`src/rtl/twiddle_seq_ctrl_if.sv`:
```
// Handshake/bus bundle for twiddle_seq_ctrl: control, loader, twiddle RAM port and twiddle stream.
// master = the controller, slave = its surroundings (loader, FFT control, RAM, butterfly unit).
interface twiddle_seq_ctrl_if #(
   parameter int unsigned WIDTH = 32,
   parameter int unsigned N_FFT = 8
);
   localparam int unsigned DEPTH = N_FFT / 2;
   localparam int unsigned AW    = $clog2(DEPTH);
   localparam int unsigned SW    = $clog2(N_FFT);

   logic             start;
   logic             ld_start;
   logic             ld_valid;
   logic [WIDTH-1:0] ld_data;
   logic             ld_ready;
   logic             ld_done;
   logic             ram_we;
   logic [AW-1:0]    ram_addr;
   logic [WIDTH-1:0] ram_wdata;
   logic [WIDTH-1:0] ram_rdata;
   logic             tw_valid;
   logic             tw_ready;
   logic [WIDTH-1:0] tw_data;
   logic [SW-1:0]    tw_stage;
   logic             tw_last;
   logic             busy;
   logic             done;

   modport master (
      input  start, ld_start, ld_valid, ld_data, ram_rdata, tw_ready,
      output ld_ready, ld_done, ram_we, ram_addr, ram_wdata,
             tw_valid, tw_data, tw_stage, tw_last, busy, done
   );

   modport slave (
      output start, ld_start, ld_valid, ld_data, ram_rdata, tw_ready,
      input  ld_ready, ld_done, ram_we, ram_addr, ram_wdata,
             tw_valid, tw_data, tw_stage, tw_last, busy, done
   );
endinterface

```
`src/rtl/twiddle_seq_ctrl.sv`:
```
// Twiddle RAM owner: arbitrates the single RAM address between table reload and FFT run,
// and streams one twiddle per butterfly, stage by stage, over a valid/ready handshake.
module twiddle_seq_ctrl #(
   parameter int unsigned WIDTH = 32,
   parameter int unsigned N_FFT = 8,
   parameter int unsigned DEPTH = N_FFT / 2
) (
   input logic                clk,
   input logic                rst_n,
   twiddle_seq_ctrl_if.master bus
);
   localparam int unsigned AW   = $clog2(DEPTH);
   localparam int unsigned SW   = $clog2(N_FFT);
   localparam int unsigned HALF = N_FFT / 2;

   typedef enum logic [1:0] {IDLE, LOAD, RUN, FLUSH} state_t;

   state_t           state, state_d;
   logic [AW-1:0]    ld_cnt, ld_cnt_d;
   logic [AW-1:0]    bfly, bfly_d;
   logic [SW-1:0]    stage, stage_d;
   logic [WIDTH-1:0] tw_data_q, tw_data_d;
   logic [SW-1:0]    tw_stage_q, tw_stage_d;
   logic             tw_valid_q, tw_valid_d;
   logic             tw_last_q, tw_last_d;
   logic             ld_done_q, ld_done_d;
   logic             done_q, done_d;

   logic [AW:0]      one_sh;
   logic [AW-1:0]    mask;
   logic [SW-1:0]    shamt;
   logic [AW-1:0]    run_addr;
   logic             last_pos;
   logic             fetch;

   // Stage s uses bfly mod 2^s, spread across the table by N/2^(s+1).
   always_comb begin
      one_sh   = (AW+1)'(1) << stage;
      mask     = AW'(one_sh - (AW+1)'(1));
      shamt    = SW'(SW - 1) - stage;
      run_addr = (bfly & mask) << shamt;
      last_pos = (stage == SW'(SW - 1)) && (bfly == AW'(HALF - 1));
   end

   always_ff @(posedge clk or negedge rst_n) begin
      if (!rst_n) begin
         state      <= IDLE;
         ld_cnt     <= '0;
         bfly       <= '0;
         stage      <= '0;
         tw_data_q  <= '0;
         tw_stage_q <= '0;
         tw_valid_q <= 1'b0;
         tw_last_q  <= 1'b0;
         ld_done_q  <= 1'b0;
         done_q     <= 1'b0;
      end else begin
         state      <= state_d;
         ld_cnt     <= ld_cnt_d;
         bfly       <= bfly_d;
         stage      <= stage_d;
         tw_data_q  <= tw_data_d;
         tw_stage_q <= tw_stage_d;
         tw_valid_q <= tw_valid_d;
         tw_last_q  <= tw_last_d;
         ld_done_q  <= ld_done_d;
         done_q     <= done_d;
      end
   end

   always_comb begin
      state_d       = state;
      ld_cnt_d      = ld_cnt;
      bfly_d        = bfly;
      stage_d       = stage;
      tw_data_d     = tw_data_q;
      tw_stage_d    = tw_stage_q;
      tw_valid_d    = tw_valid_q;
      tw_last_d     = tw_last_q;
      ld_done_d     = 1'b0;
      done_d        = 1'b0;
      fetch         = 1'b0;
      bus.ld_ready  = 1'b0;
      bus.ram_we    = 1'b0;
      bus.ram_addr  = '0;
      bus.ram_wdata = '0;

      case (state)
         IDLE: begin
            // A simultaneous run request is dropped in favour of the reload.
            if (bus.ld_start) begin
               state_d  = LOAD;
               ld_cnt_d = '0;
            end else if (bus.start) begin
               state_d = RUN;
               stage_d = '0;
               bfly_d  = '0;
            end
         end
         LOAD: begin
            bus.ld_ready  = 1'b1;
            bus.ram_we    = bus.ld_valid;
            bus.ram_addr  = ld_cnt;
            bus.ram_wdata = bus.ld_data;
            if (bus.ld_valid) begin
               if (ld_cnt == AW'(DEPTH - 1)) begin
                  ld_cnt_d  = '0;
                  ld_done_d = 1'b1;
                  state_d   = IDLE;
               end else begin
                  ld_cnt_d = ld_cnt + AW'(1);
               end
            end
         end
         RUN: begin
            bus.ram_addr = run_addr;
            fetch        = !tw_valid_q || bus.tw_ready;
            if (fetch) begin
               tw_data_d  = bus.ram_rdata;
               tw_stage_d = stage;
               tw_valid_d = 1'b1;
               tw_last_d  = last_pos;
               if (last_pos) begin
                  bfly_d  = '0;
                  stage_d = '0;
                  state_d = FLUSH;
               end else if (bfly == AW'(HALF - 1)) begin
                  bfly_d  = '0;
                  stage_d = stage + SW'(1);
               end else begin
                  bfly_d = bfly + AW'(1);
               end
            end
         end
         FLUSH: begin
            if (bus.tw_ready) begin
               tw_valid_d = 1'b0;
               tw_last_d  = 1'b0;
               done_d     = 1'b1;
               state_d    = IDLE;
            end
         end
         default: state_d = IDLE;
      endcase
   end

   assign bus.tw_valid = tw_valid_q;
   assign bus.tw_data  = tw_data_q;
   assign bus.tw_stage = tw_stage_q;
   assign bus.tw_last  = tw_last_q;
   assign bus.ld_done  = ld_done_q;
   assign bus.done     = done_q;
   assign bus.busy     = (state != IDLE);

endmodule

```
`src/flat_wrapper.sv`:
```
// flat-port wrapper written by rule: the top's interface ports become plain ports
module twiddle_seq_ctrl_flat 
#(
   parameter int unsigned WIDTH = 32,
   parameter int unsigned N_FFT = 8,
   parameter int unsigned DEPTH = N_FFT / 2
)
  (clk, rst_n, bus_start, bus_ld_start, bus_ld_valid, bus_ld_data, bus_ram_rdata, bus_tw_ready, bus_ld_ready, bus_ld_done, bus_ram_we, bus_ram_addr, bus_ram_wdata, bus_tw_valid, bus_tw_data, bus_tw_stage, bus_tw_last, bus_busy, bus_done);
  twiddle_seq_ctrl_if #(.WIDTH(WIDTH), .N_FFT(N_FFT)) bus_i ();
  input logic clk;
  input logic rst_n;
  input wire logic [$bits(bus_i.start)-1:0] bus_start;
  input wire logic [$bits(bus_i.ld_start)-1:0] bus_ld_start;
  input wire logic [$bits(bus_i.ld_valid)-1:0] bus_ld_valid;
  input wire logic [$bits(bus_i.ld_data)-1:0] bus_ld_data;
  input wire logic [$bits(bus_i.ram_rdata)-1:0] bus_ram_rdata;
  input wire logic [$bits(bus_i.tw_ready)-1:0] bus_tw_ready;
  output wire logic [$bits(bus_i.ld_ready)-1:0] bus_ld_ready;
  output wire logic [$bits(bus_i.ld_done)-1:0] bus_ld_done;
  output wire logic [$bits(bus_i.ram_we)-1:0] bus_ram_we;
  output wire logic [$bits(bus_i.ram_addr)-1:0] bus_ram_addr;
  output wire logic [$bits(bus_i.ram_wdata)-1:0] bus_ram_wdata;
  output wire logic [$bits(bus_i.tw_valid)-1:0] bus_tw_valid;
  output wire logic [$bits(bus_i.tw_data)-1:0] bus_tw_data;
  output wire logic [$bits(bus_i.tw_stage)-1:0] bus_tw_stage;
  output wire logic [$bits(bus_i.tw_last)-1:0] bus_tw_last;
  output wire logic [$bits(bus_i.busy)-1:0] bus_busy;
  output wire logic [$bits(bus_i.done)-1:0] bus_done;
  assign bus_i.start = bus_start;
  assign bus_i.ld_start = bus_ld_start;
  assign bus_i.ld_valid = bus_ld_valid;
  assign bus_i.ld_data = bus_ld_data;
  assign bus_i.ram_rdata = bus_ram_rdata;
  assign bus_i.tw_ready = bus_tw_ready;
  assign bus_ld_ready = bus_i.ld_ready;
  assign bus_ld_done = bus_i.ld_done;
  assign bus_ram_we = bus_i.ram_we;
  assign bus_ram_addr = bus_i.ram_addr;
  assign bus_ram_wdata = bus_i.ram_wdata;
  assign bus_tw_valid = bus_i.tw_valid;
  assign bus_tw_data = bus_i.tw_data;
  assign bus_tw_stage = bus_i.tw_stage;
  assign bus_tw_last = bus_i.tw_last;
  assign bus_busy = bus_i.busy;
  assign bus_done = bus_i.done;
  twiddle_seq_ctrl #(.WIDTH(WIDTH), .N_FFT(N_FFT), .DEPTH(DEPTH)) u_core (.clk(clk), .rst_n(rst_n), .bus(bus_i));
endmodule
```
`config.mk`:
```
export PLATFORM = sky130hd
export DESIGN_NAME = twiddle_seq_ctrl_flat
export DESIGN_NICKNAME = d
export VERILOG_FILES = /design/src/rtl/twiddle_seq_ctrl_if.sv /design/src/rtl/twiddle_seq_ctrl.sv /design/src/flat_wrapper.sv
export SDC_FILE = /design/constraint.sdc
export NUM_CORES = 1
export LEC_CHECK = 0
export ABC_AREA = 1
export CAP_MARGIN = 30
export CORE_MARGIN = 10
export CORE_UTILIZATION = 23
export CTS_BUF_LIST = sky130_fd_sc_hd__clkbuf_2
export DETAILED_ROUTE_END_ITERATION = 8
export SLEW_MARGIN = 20
export SYNTH_ARGS = -nofsm -noshare
export SYNTH_HDL_FRONTEND = slang
export SYNTH_SLANG_ARGS = --single-unit
```
`constraint.sdc`:
```
create_clock -name clk -period 1.8 [get_ports clk]
set_clock_uncertainty 0.1 [all_clocks]
set_input_delay 0.27 -clock clk [delete_from_list [all_inputs] [get_ports clk]]
set_output_delay 0.27 -clock clk [all_outputs]
set_load 0.01 [all_outputs]
```
==> out/qor.yml, run 1 <==
ff_latch_area_um2: 1200
overflow: 0
grt_pass1_vias: 2678
final_core_util_pct: 48.8
outcome: "complete, but fails checks"
swShare_pct: 41.2
rows: 37
yosys.area_share.xor_xnor_pct: 0
cts_root_buf: "clkbuf_2"
n_fill_cell: 935
synth_top_area_cell: "dfrtp_1"
multi_input_area_um2: 1330
die-area_um2: 15000
vias_per_cell: 4.11
synth_simple_gate_area_share_pct: 31.5
dieHeight_um: 123
wirelength_mm: 9.50
slew_viol_final: 0
grt_max_degree: 49
leakage_uw: 0.00301
grt_usage_pct: 11.1
synth_top_family_by_area: "simple AND/OR/NAND/NOR gates"
crit_path_max_incr_delay_ns: 0.47
critical-path-top-delay-family: "flip-flops"
synth_common_cells: "171 x nand2_1, 52 x inv_1, 48 x dfrtp_1"
syn_to_final_growth_pct: 107
ios: 146
drc: 0
initialDrtViolationCount: 161
synth_adder_area_share_pct: 4.13
ant_nets: 0
max-vdd-ir-drop_mv: 0.454
hold_class: "in2reg"
synth_mux_area_share_pct: 0
htreeDepth: 2
diodes: 0
relSlewSlack_pct: 58.2
pwr-share-comb_pct: 66.3
cts_buffer_depth: 2
cpMaxStageDelayCell: "dfrtp_1"
switchingPower_uw: 2930
avgSynthCellArea_um2: 7.30
drt_first_pass_iters: 4
syn_inst: 332
ys_types: 18
yosysMostFrequentCell: "nand2_1"
p_seq_share_pct: 25.3
insertion_delay_ns: 0.44
crit_type: "reg2out"
cp-end-kind: "output pin"
synth_top_area_share_pct: 49.5
syn_nets: 410
final_nets: 600
post-dp-hpwl_mm: 6.82
p_clk_share_pct: 8.3
crit_required_ns: 1.43
p_per_area_nw_per_um2: 1420
async_flop_share_pct: 100
tightest_slew_ns: 0.627
fin_crit_sh_pct: 122
max_freq_mhz: 455
synth_edf_count: 0
cp-start-kind: "flip-flop"
finalSetupTns_ns: -8.95
numPortBuffers: 145
min_period_ns: 2.20
hold_viol: 0
path_max_fanout: 2
core_area_um2: 10300
synth_compound_area_share_pct: 3.82
setup_ws_ns: -0.397
layout-drive-gt1-share_pct: 37.9
clkTransAtPathRegs_ns: 0.28
die_w_um: 123
cts_tree: "built"
ys_seq_area_share_pct: 49.5
setup_viol: 37
synth_seq_cells: 48
wire_per_inst_um: 14.4
crit_chain: "inv_2, ha_4, inv_4, nand2_4, nor2_4, nand3_2, a21boi_1, buf_2"
violations: "setup timing"
synth-main-ff-cell: "dfrtp_1"
arrival_ns: 1.83
cap_violations: 0
yosys_warnings: 0
p_int_uw: 4180
rsz0062_at_grt: "true"
synth_area_um2: 2420
start_util_pct: 23.6
vias: 2710
gp_congestion: 0.833
clock-sinks: 48
path_buf_inv: 3
synthTopCellsByArea: "dfrtp_1 50%, nand2_1 26%, inv_1 8.0%, ha_1 4.1%, nand3_1 2.3%"
cts_buffers: 5
antenna_found_initial: 0
grt_pass1_wl_mm: 13.6
-- cells in the final DEF (no fill, tap or decap), types with 2 or more instances in the layout --
cell type        instances
dlymetal6s2s_1          29
o21ai_2                  3
ha_4                     5
o21ai_0                  5
buf_2                    5
dfrtp_1                 46
buf_8                    2
clkbuf_2                 5
ha_1                     3
buf_4                   31
nor2_2                   2
nand3_2                  8
buf_6                   42
nor2_1                   8
inv_2                   37
nand2_2                 12
nand2_1                131
inv_1                   12
inv_4                    4
dfrtp_2                  2
nand2_4                 28
dlygate4sd2_1            3
nand3_1                  3
clkdlybuf4s50_1         75
nand4_1                  3
a21oi_1                  2
buf_12                   4
-- worst reg2reg max path, stage by stage (launching register included) --
cell and delay (ns):
dfrtp_1 0.47, buf_6 0.13, inv_4 0.04, buf_6 0.10, ha_4 0.16, buf_6 0.13
nand2_4 0.06, o21a_1 0.17, nand3_2 0.11, inv_2 0.13, nand3_2 0.08, nand2_1 0.06
-- path summary, 6_finish.rpt --
| check | to | from | cells past startpoint | slack, ns |
|---|---|---|---|---|
| worst min-delay path | u_core.bus.tw_data[11]$_DFFE_PN0P_ | bus_ram_rdata[11] | 3 | 0.24 |
| worst min register to register | u_core.bus.tw_data[6]$_DFFE_PN0P_ | u_core.bus.tw_data[6]$_DFFE_PN0P_ | 2 | 0.40 |
| max in group asynchronous | u_core.bus.tw_valid$_DFFE_PN0P_ | rst_n | 3 | 0.81 |
| worst max-delay path | bus_ram_addr[0] | u_core.stage[0]$_DFFE_PN0P_ | 8 | -0.40 |
| worst max register to register | u_core.stage[2]$_DFFE_PN0P_ | u_core.state[0]$_DFFE_PN0P_ | 11 | 0.04 |
| min in group asynchronous | u_core.stage[2]$_DFFE_PN0P_ | rst_n | 3 | 0.33 |
-- power groups by stage --
stage / Combinational (uW) / Clock, uW / Sequential [uW]
floorplan: 1440 / 0 / 2000
global placement: 3480 / 0 / 1820
detailed placement: 3520 / 0 / 1840
CTS: 4080 / 612 / 1810
global route: 5130 / 654 / 1860
finish: 4720 / 594 / 1800
-- sequential cells by signal, summed over array words and instances (netlist names) --
signal               flops
u_core.bus.ld_done       1
u_core.bus.tw_last       1
u_core.state             2
u_core.ld_cnt            2
u_core.bus.tw_data      32
u_core.stage             3
u_core.bus.done          1
u_core.bus.tw_valid      1
u_core.bfly              2
u_core.bus.tw_stage      3
-- logic make-up (layout without fill, tap and decap cells) --
| family | after synthesis | after routing |
|---|---|---|
| and+or+nand+nor | 197 | 197 |
| DFF | 48 | 48 |
| AOI/OAI and AO/OA | 15 | 15 |
| buffers and inverters | 64 | 255 |
| adders and majority gates | 8 | 8 |
-- cell type report --
cell class | count | share of cell area, %
Inverter | 54 | 4.57
Timing Repair Buffer | 193 | 40.2
Sequential cell | 48 | 24.0
Clock buffer | 5 | 0.499
Tap cell | 136 | 3.40
Multi-Input combinational cell | 220 | 26.4
Clock inverter | 3 | 0.849
-- stage by stage --
stage          std cells  power [uW]  hold slack, ns  setup WS (ns)  cell area (um^2)
2_1_floorplan        332        3450          -0.126          0.105              2420
3_3_place_gp         624        5300           0.320         -0.352              4150
3_5_place_dp         624        5360           0.321         -0.403              4150
4_1_cts              644        6510           0.223         -0.374              4480
5_1_grt              659        7640           0.210         -0.497              5010
6_report             659        7110           0.245         -0.397              5010
-- what timing repair did --
action,CTS,global route
cloned,2,1
pin swaps,9,7
hold buffers,1,0
endpoints found under the hold margin,48,0
setup endpoints to repair,81,107
gates resized for setup,233,149
buffers inserted,9,17
-- layer usage --
| layer | vias to the layer above | part of all wire (%) | GRT usage (%) |
|---|---|---|---|
| met4 | 0 | 1.3 | 3.61 |
| met2 | 57 | 56 | 20.7 |
| met1 | 1281 | 40 | 12.8 |
| li1 | 1363 | - | - |
| met3 | 9 | 2.3 | 1.47 |
| met5 | - | 0 | 0 |
Power figures use the tool's default switching activity.
==> run 2, diff against run 1 <==
--- a/config.mk
+++ b/config.mk
@@ -11,6 +11,7 @@
 export CORE_UTILIZATION = 23
 export CTS_BUF_LIST = sky130_fd_sc_hd__clkbuf_2
 export DETAILED_ROUTE_END_ITERATION = 8
+export HOLD_SLACK_MARGIN = 0.08
 export SLEW_MARGIN = 20
 export SYNTH_ARGS = -nofsm -noshare
 export SYNTH_HDL_FRONTEND = slang
==> results of run 2 <==
Same layout as run 1: the final DEF is identical, and so are final timing and power.
==> run 3, diff against run 2 <==
--- a/config.mk
+++ b/config.mk
@@ -10,6 +10,7 @@
 export CORE_MARGIN = 10
 export CORE_UTILIZATION = 23
 export CTS_BUF_LIST = sky130_fd_sc_hd__clkbuf_2
+export CTS_CLUSTER_DIAMETER = 30
 export DETAILED_ROUTE_END_ITERATION = 8
 export HOLD_SLACK_MARGIN = 0.08
 export SLEW_MARGIN = 20
==> results of run 3 <==
Same layout as run 1: the final DEF is identical, and so are final timing and power.
